--- src/rtl/ide_device.sv ---
// Single-drive IDE task-file device with a 256x16 sector buffer shared with a block backend.
// Latency: register writes commit one cycle after the write strobe rises; reads are combinational.
// Backpressure: BSY holds the host off while a sector request waits for blk_ack; DRQ paces data words.
module ide_device #(
   parameter int PRESENT = 1
) (
   input  logic        clk_sys,
   input  logic        reset,
   input  logic        ide_cs,
   input  logic        ide_rd,
   input  logic        ide_wr,
   input  logic [2:0]  ide_addr,
   input  logic [15:0] ide_din,
   output logic [15:0] ide_dout,
   output logic        blk_req,
   output logic        blk_wr,
   output logic [27:0] blk_lba,
   input  logic        blk_ack,
   input  logic        blk_err,
   input  logic [7:0]  buf_addr,
   input  logic [15:0] buf_din,
   input  logic        buf_we,
   output logic [15:0] buf_dout
);

   typedef enum logic [2:0] {IDLE, RD_REQ, RD_XFER, WR_XFER, WR_REQ} state_t;

   localparam logic PRES = (PRESENT != 0);

   state_t      state, state_nx;
   logic [15:0] buffer [0:255];
   logic [7:0]  ptr;
   logic [7:0]  features, error_reg, count;
   logic [27:0] lba;
   logic        dev_lba, dev_sel, err_flag;

   logic        acc_rd, acc_wr, acc_any, acc_prev, wr_prev;
   logic [2:0]  acc_addr;
   logic        wr_rise, acc_fall, ptr_step, sector_wrap;
   logic        tf_wr, cmd_wr, host_buf_we;
   logic [7:0]  count_dec;
   logic        set_err, clr_err, sector_adv, ptr_clr;
   logic [7:0]  err_code;
   logic        bsy, drq;
   logic [7:0]  status_byte, device_byte;

   assign acc_rd   = ide_cs & ide_rd;
   assign acc_wr   = ide_cs & ide_wr;
   assign acc_any  = acc_rd | acc_wr;
   // A write commits once, on the first cycle its strobe is seen high.
   assign wr_rise  = acc_wr & ~wr_prev & PRES;
   assign acc_fall = acc_prev & ~acc_any;
   assign ptr_step = acc_fall & (acc_addr == 3'd0) & PRES &
                     ((state == RD_XFER) | (state == WR_XFER));
   assign sector_wrap = ptr_step & (ptr == 8'hFF);
   assign tf_wr    = wr_rise & (state == IDLE) & (ide_addr != 3'd0) & (ide_addr != 3'd7);
   assign cmd_wr   = wr_rise & (state == IDLE) & (ide_addr == 3'd7) & ~dev_sel;
   assign host_buf_we = wr_rise & (state == WR_XFER) & (ide_addr == 3'd0);
   assign count_dec = count - 8'd1;

   assign bsy = (state == RD_REQ) | (state == WR_REQ);
   assign drq = (state == RD_XFER) | (state == WR_XFER);
   assign status_byte = {bsy, 1'b1, 1'b0, 1'b1, drq, 2'b00, err_flag};
   assign device_byte = {1'b1, dev_lba, 1'b1, dev_sel, lba[27:24]};

   assign blk_req  = bsy;
   assign blk_wr   = (state == WR_REQ);
   assign blk_lba  = lba;
   assign buf_dout = buffer[buf_addr];

   // Strobe history for edge detection and the address of the access in progress.
   always_ff @(posedge clk_sys) begin
      if (reset) begin
         acc_prev <= 1'b0;
         wr_prev  <= 1'b0;
         acc_addr <= 3'd0;
      end else begin
         acc_prev <= acc_any;
         wr_prev  <= acc_wr;
         if (acc_any) acc_addr <= ide_addr;
      end
   end

   // State register.
   always_ff @(posedge clk_sys) begin
      if (reset) state <= IDLE;
      else       state <= state_nx;
   end

   // Next-state logic and the side effects each transition requests.
   always_comb begin
      state_nx   = state;
      set_err    = 1'b0;
      clr_err    = 1'b0;
      err_code   = 8'h00;
      sector_adv = 1'b0;
      ptr_clr    = 1'b0;
      case (state)
         IDLE: begin
            if (cmd_wr) begin
               clr_err = 1'b1;
               if (ide_din[7:0] == 8'h20) begin
                  state_nx = RD_REQ;
               end else if (ide_din[7:0] == 8'h30) begin
                  state_nx = WR_XFER;
                  ptr_clr  = 1'b1;
               end else begin
                  set_err  = 1'b1;
                  err_code = 8'h04;
               end
            end
         end
         RD_REQ: begin
            if (blk_ack) begin
               if (blk_err) begin
                  set_err  = 1'b1;
                  err_code = 8'h40;
                  state_nx = IDLE;
               end else begin
                  state_nx = RD_XFER;
                  ptr_clr  = 1'b1;
               end
            end
         end
         RD_XFER: begin
            if (sector_wrap) begin
               sector_adv = 1'b1;
               state_nx   = (count_dec == 8'd0) ? IDLE : RD_REQ;
            end
         end
         WR_XFER: begin
            if (sector_wrap) state_nx = WR_REQ;
         end
         WR_REQ: begin
            if (blk_ack) begin
               if (blk_err) begin
                  set_err  = 1'b1;
                  err_code = 8'h40;
                  state_nx = IDLE;
               end else begin
                  sector_adv = 1'b1;
                  ptr_clr    = 1'b1;
                  state_nx   = (count_dec == 8'd0) ? IDLE : WR_XFER;
               end
            end
         end
         default: state_nx = IDLE;
      endcase
   end

   // Task-file registers, error state and the data word pointer.
   always_ff @(posedge clk_sys) begin
      if (reset) begin
         features  <= 8'h00;
         error_reg <= 8'h01;
         count     <= 8'h01;
         lba       <= 28'h0000001;
         dev_lba   <= 1'b0;
         dev_sel   <= 1'b0;
         err_flag  <= 1'b0;
         ptr       <= 8'd0;
      end else begin
         if (tf_wr) begin
            case (ide_addr)
               3'd1: features     <= ide_din[7:0];
               3'd2: count        <= ide_din[7:0];
               3'd3: lba[7:0]     <= ide_din[7:0];
               3'd4: lba[15:8]    <= ide_din[7:0];
               3'd5: lba[23:16]   <= ide_din[7:0];
               3'd6: begin
                  lba[27:24] <= ide_din[3:0];
                  dev_lba    <= ide_din[6];
                  dev_sel    <= ide_din[4];
               end
               default: ;
            endcase
         end
         if (sector_adv) begin
            lba   <= lba + 28'd1;
            count <= count_dec;
         end
         if (clr_err) err_flag <= 1'b0;
         if (set_err) begin
            err_flag  <= 1'b1;
            error_reg <= err_code;
         end
         if (ptr_clr)       ptr <= 8'd0;
         else if (ptr_step) ptr <= ptr + 8'd1;
      end
   end

   // Sector buffer; host writes only in WR_XFER, backend writes only while the host is idle.
   always_ff @(posedge clk_sys) begin
      if (host_buf_we && !reset) buffer[ptr] <= ide_din;
      else if (buf_we)           buffer[buf_addr] <= buf_din;
   end

   // Host read mux, decoded from the address alone.
   always_comb begin
      ide_dout = 16'hFFFF;
      case (ide_addr)
         3'd0: ide_dout = (state == RD_XFER) ? buffer[ptr] : 16'hFFFF;
         3'd1: ide_dout = {error_reg, error_reg};
         3'd2: ide_dout = {count, count};
         3'd3: ide_dout = {lba[7:0], lba[7:0]};
         3'd4: ide_dout = {lba[15:8], lba[15:8]};
         3'd5: ide_dout = {lba[23:16], lba[23:16]};
         3'd6: ide_dout = {device_byte, device_byte};
         3'd7: ide_dout = {status_byte, status_byte};
         default: ide_dout = 16'hFFFF;
      endcase
      if (dev_sel) ide_dout = 16'h0000;
      if (!PRES)   ide_dout = 16'hFFFF;
   end

endmodule

--- config.mk ---
export PLATFORM = sky130hd
export DESIGN_NAME = ide_device
export DESIGN_NICKNAME = d
export VERILOG_FILES = /design/src/rtl/ide_device.sv
export SDC_FILE = /design/constraint.sdc
export NUM_CORES = 2
export LEC_CHECK = 0
export ABC_CLOCK_PERIOD_IN_PS = 14390
export BUFFER_PORTS_ARGS = -buffer_cell sky130_fd_sc_hd__buf_2
export CAP_MARGIN = 30
export CELL_PAD_IN_SITES_DETAIL_PLACEMENT = 1
export CELL_PAD_IN_SITES_GLOBAL_PLACEMENT = 1
export CORE_ASPECT_RATIO = 0.8
export CORE_UTILIZATION = 60
export CTS_CLUSTER_DIAMETER = 50
export DETAILED_ROUTE_END_ITERATION = 16
export PLACE_DENSITY_LB_ADDON = 0.1
export REMOVE_ABC_BUFFERS = 1
export SLEW_MARGIN = 30
export SYNTH_ARGS = -nofsm -noshare
export SYNTH_HDL_FRONTEND = slang
export SYNTH_SLANG_ARGS = --single-unit
--- constraint.sdc ---
create_clock -name clk_sys -period 14.39 [get_ports clk_sys]
set_input_delay 2.1585 -clock clk_sys [delete_from_list [all_inputs] [get_ports clk_sys]]
set_output_delay 2.1585 -clock clk_sys [all_outputs]
set_load 0.01 [all_outputs]
* Word level (Yosys, flattened, before mapping)
Memory sizes are Yosys's and may differ from the RTL's. A register that Yosys moved wholly into a read port is not among the register bits.
Cells that the tools add are included.
** Cells by class
- Add/sub/neg operators :: 3
- Equal/unequal tests :: 21
- Muxes and demuxes :: 58
- Bitwise operators :: 20
- Reductions and logical operators :: 24
** Operator list (count)
- one-hot mux 16 bit (8 select lines) :: 1
- 2-to-1 mux 8 bit :: 10
- 2-to-1 mux 28 bit :: 2
- 2-to-1 mux 16 bit :: 3
- 2-to-1 mux 3 bit :: 10
- adder 28 x 1 -> 28 bit, second input constant :: 1
- 2-to-1 mux 1 bit :: 22
- == test 8 x 6 -> 1 bit, second input constant :: 2
- one-hot mux 8 bit (2 select lines) :: 1
- OR reduction 16 bit :: 1
- == test 3 bit, second input constant :: 5
- one-hot mux 3 bit (5 select lines) :: 1
- bitwise AND 1 bit :: 14
- nonzero test 2 bit :: 7
- == test 3 x 2 -> 1 bit, second input constant :: 4
- AND reduction 2 bit :: 6
- zero test 3 bit :: 3
- adder 8 x 1 -> 8 bit, second input constant :: 1
- == test 8 bit, second input constant :: 1
- zero test 8 bit :: 1
- inequality test 2 bit, second input constant :: 4
- subtractor 8 x 1 -> 8 bit, second input constant :: 1
- 2-to-1 mux 7 bit :: 1
- == test 3 x 1 -> 1 bit, second input constant :: 2
- other kinds (13) :: 22
** Word-level totals
- Register bits :: 63
- Bits in writable memories :: 4096
- Bits of input ports :: 51
- Output and inout port bits :: 62
- Word-level logic and storage cells :: 141
- Memories kept :: 1
** Memories
- buffer :: depth 256, bits a word 16, read ports 2, clocked after Yosys merged registers in 1, wr ports 1, line 31 : logic [15:0] buffer [0:255];

* Depth between registers and ports, before layout
- Depth after elaboration :: 11
- Gate-level depth with buffers :: 13
- Gate-level depth less buffers :: 9

* Worst setup path after synthesis
OpenSTA, ideal clock, no wires.
- Path kind :: input to register
- Start :: input ide_addr[2]
- End :: memory buffer[0][10] (data pin)
- Setup time :: 0.823 ns
- Data arrival time :: 6.741 ns
- Data required time :: 13.567 ns
- Setup slack :: 6.827 ns
- Stages on the path :: 9
- Path buffers :: 5
- Cells stage by stage :: clkbuf_1 > nor2_1 > a41o_1 > buf_2 > buf_2 > clkbuf_1 > clkbuf_1 > nand2_1 > nand2_1
** Between the ends
- Word-level cells in the longest chain between the ends :: 7
** RTL lines
- from (decl) :: line 12 : input logic [2:0] ide_addr,
- zero test 3 bit :: line 58 : assign host_buf_we = wr_rise & (state == WR_XFER) & (ide_addr == 3'd0);
- bitwise AND 1 bit :: line 58
- logical AND 1 bit :: line 194 : if (host_buf_we && !reset) buffer[ptr] <= ide_din;
- 2-to-1 mux 1 bit :: line 194
- 2-to-1 mux 1 bit (implied by the code) :: line 195 : else if (buf_we) buffer[buf_addr] <= buf_din;
- OR reduction 16 bit (no source line)
- 2-to-1 mux 16 bit (no source line)
- to (decl) :: line 31
Every way passes these cells.

* Worst setup path in the final report
- Start :: input buf_addr[1]
- End :: output buf_dout[10]
** Between the ends
- Word-level cells in the longest chain between the ends :: 1
** RTL lines
- from (decl) :: line 20 : input logic [7:0] buf_addr,
- memory (256 x 16 bit)
- to (decl) :: line 23 : output logic [15:0] buf_dout
Every way passes these cells.

==> reports/qor.csv <==
metric;value;unit
Critical path buffers and inverters;5;
simple-gate share of the synthesized area;2.33;%
slowest stage delay, CP;0.78;ns
mapped cell area;193000;um2
CTS Buf Count;430;
Most flops, register;buffer;
CP Data Required Time;12.23;ns
chip height;510;um
worst path arrival time;7.47;ns
Die Area;324000;um2
initial antenna violation count;67;
number of global-route vias before repair;122000;
critical path launch point type;input pin;
Final period util;66.9;%
most common cell after layout, fill and taps aside;edfxtp_1;
DRT Pass-1 Iters;6;
core box area;319000;um2
max reg flops;4096;
global-route wire length before repair;986;mm
share of the synthesized area in the top cell type;63.6;%
CP max FO;120;
hpwl dp;439;mm
Root Driver;clkbuf_16;
placed cells;13900;
mux contribution to synthesized area;27.2;%
CTS H-tree depth;5;
Slowest cell on crit path;or4_1;
Post-Place Worst Slack;5.00;ns
worst hold-check path type;reg -> reg;
Final setup viols;0;
Slew @ Worst Pin;1.22;ns
Post-synth EDFFs;4096;
part of the power in registers;50.4;%
global route overflow;0;
Highest Clock Rate;104;MHz
CP Cell Sequence;buf_8 > buf_12 > buf_12 > buf_4 > mux4_2 > mux4_2 > a22oi_1 > a21oi_1 > or4_1 > buf_2;
GPL Wtd Cong;0.960;
largest net degree at the start of global routing;236;
Psw;6.09;mW
Cell variety after synth;69;
Clock Skew;0.0858;ns
LEAKAGE;64.9;nW
Logic pwr share;6.2;%
FP Rows;185;
max-cap violations;0;
Resized cells post-CTS;0;
Fill cells;25100;
CP endpoint kind;output port;
Post-Layout Cell Count;14800;
Fin Setup TNS;0;ns
final WL;722;mm
CTS max path bufs;4;
Ports;113;
largest area contributor in the netlist;edfxtp_1;
drt drc;0;
post-synthesis adder-cell area fraction;0.0259;%
Internal;20.6;mW
worst-skew pair later-pin latency;1.00;ns
worst setup path category;in -> out;
Via density;8.22;
syn avg cell area;19.5;um2
Cell Area, Placed;202000;um2
status;finished clean;
sequential fraction of the synthesis area;64.3;%
total power;26.6;mW
Vias;121000;
Slew Limit Fails;0;
RSZ-0062 raised after global routing;false;
Syn Inst Count;9898;
Switching Fraction;22.9;%
Setup WS post-layout;4.76;ns
routed length per instance;48.9;um
Tot GR Track Use;44.5;%
dominant synthesized flop cell;edfxtp_1;
cell family with most CP delay;buffers and inverters;
area grow syn2layout;12.2;%
Core Util, Final;68.0;%
largest family of logic cells by synthesized area;multiplexers;
Iter 0 DRT Violations;22700;
proportion of layout cells with a drive suffix above 1;35.5;%
Peak VDD IR;0.109;mV
port buffer count;112;
Power Density;123;nW/um2
hold_ws;0.465;ns
Finished Cell Area;217000;um2
number of post-CTS setup repair buffers;0;
YS warnings;0;
Synth Area in XOR/XNOR;0.0499;%
Initial Util;60.6;%
Num Clock Sinks;4162;
most frequent cells in the layout;edfxtp_1, mux4_2, mux2i_1, clkbuf_16, buf_4;
main area contributors after synthesis;edfxtp_1, mux4_2, mux2i_1;
fin nets;10200;
Post-CTS Hold Fix Bufs;0;
slew margin rel.;18.4;%
Async S/R FF share, synth;0;%
Chip Width;637;um
CTS tree;yes;
Hold Fails Final Rpt;0;
Tmin final;9.63;ns
Antenna Nets Post-Route;0;
post-synthesis compound-gate area fraction;4.18;%
clk slew on worst S/H paths;0.06;ns
Clk pwr share;43.3;%
Seq cells post-synth;4162;
-- layout make-up --
| class | instances | area (um2) | area share [%] |
|---|---|---|---|
| sequential | 4162 | 124000 | 57.3 |
| multi-input combinational | 4911 | 67000 | 30.9 |
| clock buffer | 510 | 11400 | 5.24 |
| timing repair buffer | 623 | 5660 | 2.61 |
| tap | 4207 | 5260 | 2.43 |
| clock inverter | 283 | 2950 | 1.36 |
| antenna | 52 | 130 | 0.0600 |
| inverter | 26 | 111 | 0.0514 |
-- final timing paths --
path | startpoint | depth (start not counted) | endpoint | slack (ns)
hold reg to reg | dev_lba | 2 | dev_lba | 0.47
setup / recovery | buf_addr[1] | 10 | buf_dout[10] | 4.76
hold / removal | dev_lba | 2 | dev_lba | 0.47
setup reg to reg | state[0] | 8 | buffer[126][5] | 8.65
-- routing by layer --
metal  routed length (um)  track usage [%]  vias to the layer above
met5                  547            0.521                        -
met1               236000             59.0                    63400
met3               129000             19.6                     2443
met2               305000             62.0                    11900
met4                51100             25.5                       44
li1                     -                -                    43600
-- power groups by stage --
stage | sequential, mW | combinational [mW] | clock [mW]
floorplan | 13.8 | 1.23 | 0
finish | 13.4 | 1.65 | 11.5
global route | 13.4 | 1.68 | 11.9
global placement | 13.7 | 1.52 | 0
detailed placement | 13.7 | 1.57 | 0
CTS | 13.4 | 1.59 | 11.5
-- worst reg2reg max path, cell delays in order, from the launching register on --
cell      delay [ns]
dfxtp_1         0.77
nor3b_1         0.76
a41oi_4         0.49
o21ai_0         0.71
nand2b_1        0.43
nand2b_1        0.72
buf_4           0.47
nor2_2          0.70
buf_4           0.40
-- cells in the mapped netlist (12+ instances only) --
master and count:
nand2_1 281, mux2i_1 634, o31ai_1 22, nand2b_1 33, a211oi_1 39, a32oi_1 14
o22ai_1 184, edfxtp_1 4096, clkbuf_1 386, nand4_1 19, nor2b_1 12, o31a_1 12
or3_1 14, buf_2 237, mux4_2 2046, dfxtp_1 66, and2_1 12, nor4_1 15
a31oi_1 31, a21oi_1 277, buf_4 73, nor3_1 83, nand3_1 54, inv_1 23
o221ai_1 177, or4_1 21, o21ai_0 137, a221oi_1 21, a2111oi_0 14, buf_1 101
nor2_1 409, a22oi_1 199
-- cell families (layout without fill, tap and decap cells) --
group / Yosys count / in the layout
flip-flops: 4162 / 4162
multiplexers: 2691 / 2691
AO/OA/AOI/OAI: 1197 / 1197
AND/OR/NAND/NOR: 1008 / 1008
buffers and inverters: 825 / 1442
XOR/XNOR: 11 / 11
adder cells (fa/ha/maj): 4 / 4
other: 0 / 52
No activity file was read; power rests on OpenSTA's default activity.
